### src/rtl/mips_ctrl_pkg.sv
// -----------------------------------------------------------------------------
// mips_ctrl_pkg
// Shared definitions for the MIPS control path: opcode/funct values, the
// multi-cycle FSM state encoding and the datapath mux/ALU select codes.
// Used by the single-cycle decoder, multicycle_ctrl and its testbench.
// -----------------------------------------------------------------------------
package mips_ctrl_pkg;

    // Opcodes (IR[31:26])
    localparam logic [5:0] OP_RTYPE = 6'h00;
    localparam logic [5:0] OP_LW    = 6'h23;
    localparam logic [5:0] OP_SW    = 6'h2B;
    localparam logic [5:0] OP_BEQ   = 6'h04;
    localparam logic [5:0] OP_BMEM  = 6'h14;
    localparam logic [5:0] OP_JS    = 6'h13;

    // R-type funct codes with special sequencing (IR[5:0])
    localparam logic [5:0] FN_JMEM    = 6'h2D;
    localparam logic [5:0] FN_PCTOREG = 6'h16;

    // Multi-cycle FSM states; the encoding is visible on the debug port
    typedef enum logic [3:0] {
        S_RST    = 4'd0,
        S_FETCH  = 4'd1,
        S_DECODE = 4'd2,
        S_ADDR   = 4'd3,
        S_MEMRD  = 4'd4,
        S_MEMWR  = 4'd5,
        S_LDWB   = 4'd6,
        S_REXEC  = 4'd7,
        S_RWB    = 4'd8,
        S_PCWB   = 4'd9,
        S_BEQ    = 4'd10,
        S_JLOAD  = 4'd11
    } state_t;

    // ALU B-operand select
    localparam logic [1:0] SRCB_RT     = 2'd0;
    localparam logic [1:0] SRCB_FOUR   = 2'd1;
    localparam logic [1:0] SRCB_IMM    = 2'd2;
    localparam logic [1:0] SRCB_IMM_S2 = 2'd3;

    // ALU operation select
    localparam logic [1:0] ALUOP_ADD   = 2'd0;
    localparam logic [1:0] ALUOP_SUB   = 2'd1;
    localparam logic [1:0] ALUOP_FUNCT = 2'd2;

    // PC source select
    localparam logic [1:0] PCSRC_ALU    = 2'd0;
    localparam logic [1:0] PCSRC_ALUOUT = 2'd1;
    localparam logic [1:0] PCSRC_MDR    = 2'd2;

    // States that hold a request on the shared memory port
    function automatic logic is_mem_state(input state_t s);
        return (s == S_FETCH) || (s == S_MEMRD) || (s == S_MEMWR);
    endfunction

endpackage

### src/rtl/ctrl_wait_timer.sv
// -----------------------------------------------------------------------------
// ctrl_wait_timer
// Counts cycles spent waiting for mem_ready in a memory state and flags an
// abort when the count reaches TIMEOUT with the access still outstanding.
// TIMEOUT must be < 2**TIMEOUT_W.
// Ports:
//   clk        in   clock, rising edge
//   reset      in   async, active-high
//   i_active   in   FSM is in a memory state (request on the port)
//   i_ready    in   memory completes the access this cycle
//   o_expired  out  abort the access this cycle (combinational)
// -----------------------------------------------------------------------------
module ctrl_wait_timer #(
    parameter int TIMEOUT_W = 8,
    parameter int TIMEOUT   = 255
) (
    input  logic clk,
    input  logic reset,
    input  logic i_active,
    input  logic i_ready,
    output logic o_expired
);

    logic [TIMEOUT_W-1:0] r_count;
    logic                 w_at_limit;

    assign w_at_limit = (r_count == TIMEOUT_W'(TIMEOUT));
    assign o_expired  = i_active && w_at_limit && !i_ready;

    // Any cycle that ends an access (completion, abort, or no access at all)
    // returns the count to 0, so every entry into a memory state starts at 0,
    // including FETCH re-entered from a FETCH timeout.
    // NOTE: sequential state uses non-blocking assignment so every register
    // samples pre-edge values regardless of block ordering.
    always_ff @(posedge clk or posedge reset) begin
        if (reset) begin
            r_count <= '0;
        end else if (!i_active || i_ready || w_at_limit) begin
            r_count <= '0;
        end else begin
            r_count <= r_count + TIMEOUT_W'(1);
        end
    end

endmodule

### src/rtl/multicycle_ctrl.sv
// -----------------------------------------------------------------------------
// multicycle_ctrl
// Moore FSM sequencing the shared-memory multi-cycle MIPS datapath through
// fetch, decode, execute, memory access and writeback. Decodes R-type
// (incl. funct jmem/pctoreg), lw, sw, beq, bmem and js.
// Optional feature macro: PERF_CNT_EN adds cyc_cnt / instr_cnt counters.
// Ports:
//   clk, reset            clock (rising), async active-high reset
//   opcode, funct         IR[31:26], IR[5:0]; valid from DECODE onward
//   eq                    register comparator rs==rt
//   mem_ready             memory completes the current access
//   iord                  memory address select (1 = ALUOut, 0 = PC)
//   mem_read, mem_write   memory requests, held until mem_ready/abort
//   ir_write, mdr_write   IR / MDR load strobes
//   reg_dst, mem_to_reg,
//   pc_to_reg, reg_write  register-file writeback controls
//   alu_src_a, alu_src_b,
//   alu_op                ALU operand/operation selects
//   pc_write, pc_source   PC load and source select
//   illegal               undecoded opcode seen in DECODE
//   mem_timeout           memory access aborted this cycle
//   state                 current FSM state (debug)
//   cyc_cnt, instr_cnt    performance counters (PERF_CNT_EN only)
// -----------------------------------------------------------------------------
module multicycle_ctrl
    import mips_ctrl_pkg::*;
#(
    parameter int TIMEOUT_W = 8,
    parameter int TIMEOUT   = 255
`ifdef PERF_CNT_EN
    ,
    parameter int PERF_W    = 32
`endif
) (
    input  logic       clk,
    input  logic       reset,
    input  logic [5:0] opcode,
    input  logic [5:0] funct,
    input  logic       eq,
    input  logic       mem_ready,
    output logic       iord,
    output logic       mem_read,
    output logic       mem_write,
    output logic       ir_write,
    output logic       mdr_write,
    output logic       reg_dst,
    output logic       mem_to_reg,
    output logic       pc_to_reg,
    output logic       reg_write,
    output logic       alu_src_a,
    output logic [1:0] alu_src_b,
    output logic [1:0] alu_op,
    output logic       pc_write,
    output logic [1:0] pc_source,
    output logic       illegal,
    output logic       mem_timeout,
    output logic [3:0] state
`ifdef PERF_CNT_EN
    ,
    output logic [PERF_W-1:0] cyc_cnt,
    output logic [PERF_W-1:0] instr_cnt
`endif
);

    state_t r_state;

    // Instruction decode from the held IR fields
    logic w_rtype, w_lw, w_sw, w_beq, w_bmem, w_js;
    logic w_jmem, w_pctoreg, w_legal;
    logic w_expired;

    assign w_rtype    = (opcode == OP_RTYPE);
    assign w_lw       = (opcode == OP_LW);
    assign w_sw       = (opcode == OP_SW);
    assign w_beq      = (opcode == OP_BEQ);
    assign w_bmem     = (opcode == OP_BMEM);
    assign w_js       = (opcode == OP_JS);
    assign w_jmem     = w_rtype && (funct == FN_JMEM);
    assign w_pctoreg  = w_rtype && (funct == FN_PCTOREG);
    assign w_legal    = w_rtype || w_lw || w_sw || w_beq || w_bmem || w_js;

    ctrl_wait_timer #(
        .TIMEOUT_W (TIMEOUT_W),
        .TIMEOUT   (TIMEOUT)
    ) u_wait_timer (
        .clk       (clk),
        .reset     (reset),
        .i_active  (is_mem_state(r_state)),
        .i_ready   (mem_ready),
        .o_expired (w_expired)
    );

    // State register and transitions. A memory state leaves only on
    // mem_ready or on abort; an abort always restarts at FETCH without
    // touching PC.
    always_ff @(posedge clk or posedge reset) begin
        if (reset) begin
            r_state <= S_RST;
        end else begin
            case (r_state)
                S_RST:    r_state <= S_FETCH;
                S_FETCH: begin
                    if (mem_ready)      r_state <= S_DECODE;
                    else if (w_expired) r_state <= S_FETCH;
                end
                S_DECODE: begin
                    if (w_jmem)                      r_state <= S_ADDR;
                    else if (w_pctoreg)              r_state <= S_PCWB;
                    else if (w_rtype)                r_state <= S_REXEC;
                    else if (w_lw || w_sw || w_bmem || w_js)
                                                     r_state <= S_ADDR;
                    else if (w_beq)                  r_state <= S_BEQ;
                    else                             r_state <= S_FETCH;
                end
                S_ADDR:   r_state <= w_sw ? S_MEMWR : S_MEMRD;
                S_MEMRD: begin
                    if (mem_ready) begin
                        if (w_lw)        r_state <= S_LDWB;
                        else if (w_jmem) r_state <= S_JLOAD;
                        else if (w_bmem) r_state <= eq ? S_JLOAD : S_FETCH;
                        else if (w_js)   r_state <= S_MEMWR;
                        else             r_state <= S_FETCH;
                    end else if (w_expired) begin
                        r_state <= S_FETCH;
                    end
                end
                // js finishes with JLOAD: the old word latched in MEMRD
                // becomes the new PC after PC has been stored.
                S_MEMWR: begin
                    if (mem_ready)      r_state <= w_js ? S_JLOAD : S_FETCH;
                    else if (w_expired) r_state <= S_FETCH;
                end
                S_REXEC:  r_state <= S_RWB;
                default:  r_state <= S_FETCH;  // LDWB, RWB, PCWB, BEQ, JLOAD
            endcase
        end
    end

    // Datapath controls decoded from the state; the only input gating is
    // on strobes that must fire exactly once per access (mem_ready) and on
    // the branch-taken condition.
    // NOTE: every output gets a default before the case so no path leaves
    // a signal unassigned, which would infer a latch.
    always_comb begin
        iord       = 1'b0;
        mem_read   = 1'b0;
        mem_write  = 1'b0;
        ir_write   = 1'b0;
        mdr_write  = 1'b0;
        reg_dst    = 1'b0;
        mem_to_reg = 1'b0;
        pc_to_reg  = 1'b0;
        reg_write  = 1'b0;
        alu_src_a  = 1'b0;
        alu_src_b  = SRCB_RT;
        alu_op     = ALUOP_ADD;
        pc_write   = 1'b0;
        pc_source  = PCSRC_ALU;
        illegal    = 1'b0;
        case (r_state)
            S_FETCH: begin
                mem_read  = 1'b1;
                alu_src_b = SRCB_FOUR;
                ir_write  = mem_ready;
                pc_write  = mem_ready;
            end
            S_DECODE: begin
                alu_src_b = SRCB_IMM_S2;
                illegal   = !w_legal;
            end
            S_ADDR: begin
                alu_src_a = 1'b1;
                // jmem has no immediate; its rt field is $zero so rs+rt = rs
                alu_src_b = w_jmem ? SRCB_RT : SRCB_IMM;
            end
            S_MEMRD: begin
                iord      = 1'b1;
                mem_read  = 1'b1;
                mdr_write = mem_ready;
            end
            // Write-data select (rt, or PC for js) is taken from the opcode
            // by the datapath.
            S_MEMWR: begin
                iord      = 1'b1;
                mem_write = 1'b1;
            end
            S_LDWB: begin
                mem_to_reg = 1'b1;
                reg_write  = 1'b1;
            end
            S_REXEC: begin
                alu_src_a = 1'b1;
                alu_op    = ALUOP_FUNCT;
            end
            S_RWB: begin
                reg_dst   = 1'b1;
                reg_write = 1'b1;
            end
            // PC already holds PC+4 from FETCH
            S_PCWB: begin
                reg_dst   = 1'b1;
                pc_to_reg = 1'b1;
                reg_write = 1'b1;
            end
            S_BEQ: begin
                alu_src_a = 1'b1;
                alu_op    = ALUOP_SUB;
                pc_source = PCSRC_ALUOUT;
                pc_write  = eq;
            end
            S_JLOAD: begin
                pc_source = PCSRC_MDR;
                pc_write  = 1'b1;
            end
            default: ;
        endcase
    end

    assign mem_timeout = w_expired;
    assign state       = r_state;

`ifdef PERF_CNT_EN
    // One instruction retires on every edge into FETCH, except the first
    // one out of RST and aborted accesses.
    logic w_retire;

    always_comb begin
        w_retire = 1'b0;
        case (r_state)
            S_LDWB, S_RWB, S_PCWB, S_BEQ, S_JLOAD: w_retire = 1'b1;
            S_DECODE: w_retire = !w_legal;
            S_MEMRD:  w_retire = mem_ready && !w_lw && !w_jmem && !w_js
                                 && !(w_bmem && eq);
            S_MEMWR:  w_retire = mem_ready && !w_js;
            default:  w_retire = 1'b0;
        endcase
    end

    always_ff @(posedge clk or posedge reset) begin
        if (reset) begin
            cyc_cnt   <= '0;
            instr_cnt <= '0;
        end else begin
            cyc_cnt <= cyc_cnt + PERF_W'(1);
            if (w_retire) instr_cnt <= instr_cnt + PERF_W'(1);
        end
    end
`endif

endmodule
### config.mk
export PLATFORM = sky130hd
export DESIGN_NAME = multicycle_ctrl
export DESIGN_NICKNAME = d
export VERILOG_FILES = /design/src/rtl/mips_ctrl_pkg.sv /design/src/rtl/ctrl_wait_timer.sv /design/src/rtl/multicycle_ctrl.sv
export SDC_FILE = /design/constraint.sdc
export NUM_CORES = 1
export LEC_CHECK = 0
export ABC_AREA = 1
export BUFFER_PORTS_ARGS = -buffer_cell sky130_fd_sc_hd__buf_2
export CORE_MARGIN = 3
export CORE_UTILIZATION = 48
export DETAILED_ROUTE_END_ITERATION = 8
export GPL_TIMING_DRIVEN = 0
export PLACE_DENSITY = 0.81
export SETUP_SLACK_MARGIN = 0.1
export SLEW_MARGIN = 20
export SYNTH_ARGS = -nofsm -noshare
export SYNTH_HDL_FRONTEND = slang
export SYNTH_SLANG_ARGS = --single-unit
### constraint.sdc
create_clock -name clk -period 2.6 [get_ports clk]
set_clock_uncertainty 0.1 [all_clocks]
set_input_delay 0.52 -clock clk [delete_from_list [all_inputs] [get_ports clk]]
set_output_delay 0.52 -clock clk [all_outputs]
set_load 0.01 [all_outputs]
==> results.txt <==
- Status: finished, final reports clean
- After detailed placement, the design holds a cell count of 236.
- Count of mapped cells out of synthesis: 171
- For this run, the post-layout net count is 231.
- CP Data Arrival Time: 1.68 ns
* Via count of the first global-routing pass: 1064
* Slew of the pin with the lowest slew margin: 0.4470 ns
- Required time at the worst-slack endpoint: 1.98 ns
* CP Max Fanout: 3
* DR iter-0 viols: 24
* Final Instance Count excl. Fillers: 240
- Maximum number of pins on one net before global-route repair: 13
* # IOs: 39
- Number of gates resized after cts: 0
- The worst setup path is captured at an output pin.
* Logic pwr share: 60.3%
* GRT Residual Overflow: 0
- Average wire per standard cell: 10.53 um
- The number of buffers and inverters on the critical path is 3.
- Post-CTS repair timing setup buffer count: 0
- Clock tree buffer depth: 2
- The worst pin sits at a relative slew slack of 70.17%.
* Number of warning messages in the yosys log: 0
- Detailed placement ended at an HPWL of 2177 um.
- Via count: 1192
* Detailed-router iteration count before antenna repair: 4
* RSZ-0062 raised after global routing: false
* Area growth, synth to finish: 23.80%
* Crit path kind: flip-flop to output pin
- Final RePlAce weighted congestion: 0.9170
- In this run the number of H-tree levels came out at 1.
- Among all flip-flop cells after synthesis, the most frequent one is sky130_fd_sc_hd__dfrtp_1.
- Setup violations remaining at the end of the flow were counted as 0.
* PortBufs: 38
- The largest individual stage delay along the critical path comes from the cell sky130_fd_sc_hd__dfrtp_1.
* Timing-limited maximum frequency: 0.4347 GHz
- CTS saw 12 sinks.
- Among cell families on the critical path, the largest total delay comes from simple AND/OR/NAND/NOR gates.
* Most common cell after layout, fill and taps aside: sky130_fd_sc_hd__buf_2
- Net switching is 49.23% of the power.
- Number of flops mapped to enable cells by yosys: 0
- The floorplan step set the die height to 53.73 um.
- Post-synthesis cell type count: 25
- Row generation in the floorplan step produced 16 rows.
- After clock tree synthesis, the clock-pin slew on the worst setup and hold paths is 0.07 ns.
- Standard cell core area: 2062 um^2
- The root buffer cell chosen for the clock tree is sky130_fd_sc_hd__clkbuf_4.
- Critical Path Source Type: flip-flop
* Maximum resistive drop on vdd: 451.5 uV
- For this design the static power due to leakage is 0.7824 nW.
- Number of filler instances in the final layout: 196
- Counting every net in the synthesized netlist gives 188.
- Starting utilization of the core area: 53.03%
* Net switching power: 0.0005415 W
- Average cell area after synthesis: 6.395 um^2
- Cts bufs inserted: 3
- The routed design has 2527 um of wire.
- After synthesis, flip-flops and latches occupy 27.46% of the total area.
- Internal power comes to 0.0005585 W.
* Final period utilization: 88.48%
- Power Dens Cells: 812.5 nW/um^2
- The number of failing hold endpoints at the final stage was 0.
- Post-Syn Area: 1094 um^2
* Path category of the worst min-delay check: primary input to asynchronous set/reset pin
* Global router's overall resource usage: 20.07%
- Cells with a size suffix above 1 make up 31.92% of the layout.
- Number of remaining DRC errors: 0
- DRT antenna net count: 0
* CP Cell Sequence: ha_1, nand2_1, inv_1, nand2_2, nor2_2, nand2_2, nor2_4, nand3_4, inv_1, buf_2
- Hold bufs inserted after CTS: 0
- For the finished layout, the period the worst path requires is 2.301 ns.
- The share of total power dissipated in sequential elements is 26.3%.
* Average vias per placed instance: 4.967
- Across the run, the number of max-cap violations was 0.
- The first global-routing pass estimated 4388 um of wire.
- After routing, the total negative slack on setup checks comes to 0 ns.
- Leading cell types in the layout, fill and taps excluded: sky130_fd_sc_hd__buf_2, sky130_fd_sc_hd__nor2_1, sky130_fd_sc_hd__nand2_1
- In the synthesized netlist the async set-or-reset flop fraction comes to 100.0%.
- Clock power share: 13.3%
- TritonCTS built the clock tree.
- Final-report max-slew violation count: 0
- Flops & latches, synth: 12
- The initial antenna violation count was 0.
* Count of antenna diodes in the layout: 0
* Largest stage delay on the critical path: 0.38 ns
* Clk_lat worst skew: 0.27 ns
- Floorplan die area: 2887 um^2
- The floorplan step set the die width to 53.73 um.
power groups by stage:
stage	registers [W]	logic, W	clock network, W
global placement	0.000291	0.000654	0
detailed placement	0.000294	0.000664	0
global route	0.000297	0.000743	0.000161
floorplan	0.000295	0.000463	0
finish	0.000290	0.000663	0.000147
CTS	0.000290	0.000667	0.000152
path summary, 6_finish.rpt:
| path | from | endpoint | slack, ns | depth (start not counted) |
|---|---|---|---|---|
| hold / removal | reset | u_wait_timer.r_count[2] | 0.14 | 2 |
| min in group clk | u_wait_timer.r_count[0] | u_wait_timer.r_count[0] | 0.38 | 1 |
| max in group asynchronous | reset | u_wait_timer.r_count[6] | 1.96 | 2 |
| setup / recovery | u_wait_timer.r_count[0] | mem_timeout | 0.30 | 10 |
| hold reg to reg | u_wait_timer.r_count[0] | u_wait_timer.r_count[0] | 0.38 | 1 |
| setup reg to reg | u_wait_timer.r_count[0] | u_wait_timer.r_count[1] | 0.94 | 10 |
cell families (layout without fill, tap and decap cells):
kind of cell	Yosys count	count (layout)	synth area share, %
compound gates	12	12	6.637
fa+ha+maj	1	1	1.144
buf+inv	34	76	12.13
flops	12	12	27.46
simple gates	112	112	52.63
sequential cells by signal, summed over array words and instances (netlist names):
register / flops
state: 4
u_wait_timer.r_count: 8
synth_stat cells (2+ instances only):
cell type | number | area, um^2
sky130_fd_sc_hd__nor2_2 | 4 | 25.02
sky130_fd_sc_hd__inv_2 | 3 | 11.26
sky130_fd_sc_hd__nand3_1 | 13 | 65.06
sky130_fd_sc_hd__nor2_1 | 35 | 131.4
sky130_fd_sc_hd__nor2_4 | 2 | 22.52
sky130_fd_sc_hd__inv_4 | 2 | 12.51
sky130_fd_sc_hd__inv_1 | 29 | 108.9
sky130_fd_sc_hd__nor3_2 | 3 | 30.03
sky130_fd_sc_hd__nand2_2 | 6 | 37.54
sky130_fd_sc_hd__nand3_4 | 2 | 35.03
sky130_fd_sc_hd__o22ai_1 | 3 | 18.77
sky130_fd_sc_hd__a21oi_1 | 4 | 20.02
sky130_fd_sc_hd__nand3b_1 | 2 | 15.01
sky130_fd_sc_hd__dfrtp_1 | 12 | 300.3
sky130_fd_sc_hd__nand4_1 | 3 | 18.77
sky130_fd_sc_hd__nand2_4 | 4 | 45.04
sky130_fd_sc_hd__nand2_1 | 34 | 127.6
sky130_fd_sc_hd__nor3_1 | 3 | 15.01
per-stage QoR:
step / cell area [um^2] / utilization [%] / power (W) / setup WS [ns] / hold slack (ns)
2_1_floorplan: 1094 / - / 0.0007577 / 0.7809 / 0.2847
3_3_place_gp: 1318 / 63.90 / 0.0009450 / 0.5572 / 0.3496
3_5_place_dp: 1318 / 63.90 / 0.0009582 / 0.5247 / 0.3700
4_1_cts: 1354 / 65.66 / 0.001109 / 0.2772 / 0.1568
5_1_grt: 1354 / 65.66 / 0.001201 / 0.1702 / 0.1705
6_report: 1354 / 65.66 / 0.001100 / 0.2994 / 0.1399
layout make-up:
cell class	count	area [um^2]	area share, %
Multi-Input combinational cell	125	660.6	48.80
Sequential cell	12	300.3	22.18
Timing Repair Buffer	38	190.2	14.05
Inverter	34	132.6	9.797
Clock buffer	4	36.28	2.680
Tap cell	27	33.78	2.495
routing by layer:
metal	up-vias	global-route usage (%)	wire length (um)
met5	-	0	0
met4	0	3.830	18
met3	2	3.601	161
met2	42	35.28	1212
met1	530	25.47	1134
li1	618	-	-
worst reg2reg max path: cells and delay by family (launching register included):
| family | cells | cell delay (ns) |
|---|---|---|
| and+or+nand+nor | 8 | 0.81 |
| DFF | 1 | 0.38 |
| adders and majority gates | 1 | 0.18 |
| buffers and inverters | 1 | 0.09 |
(Power assumes the default switching activity.)
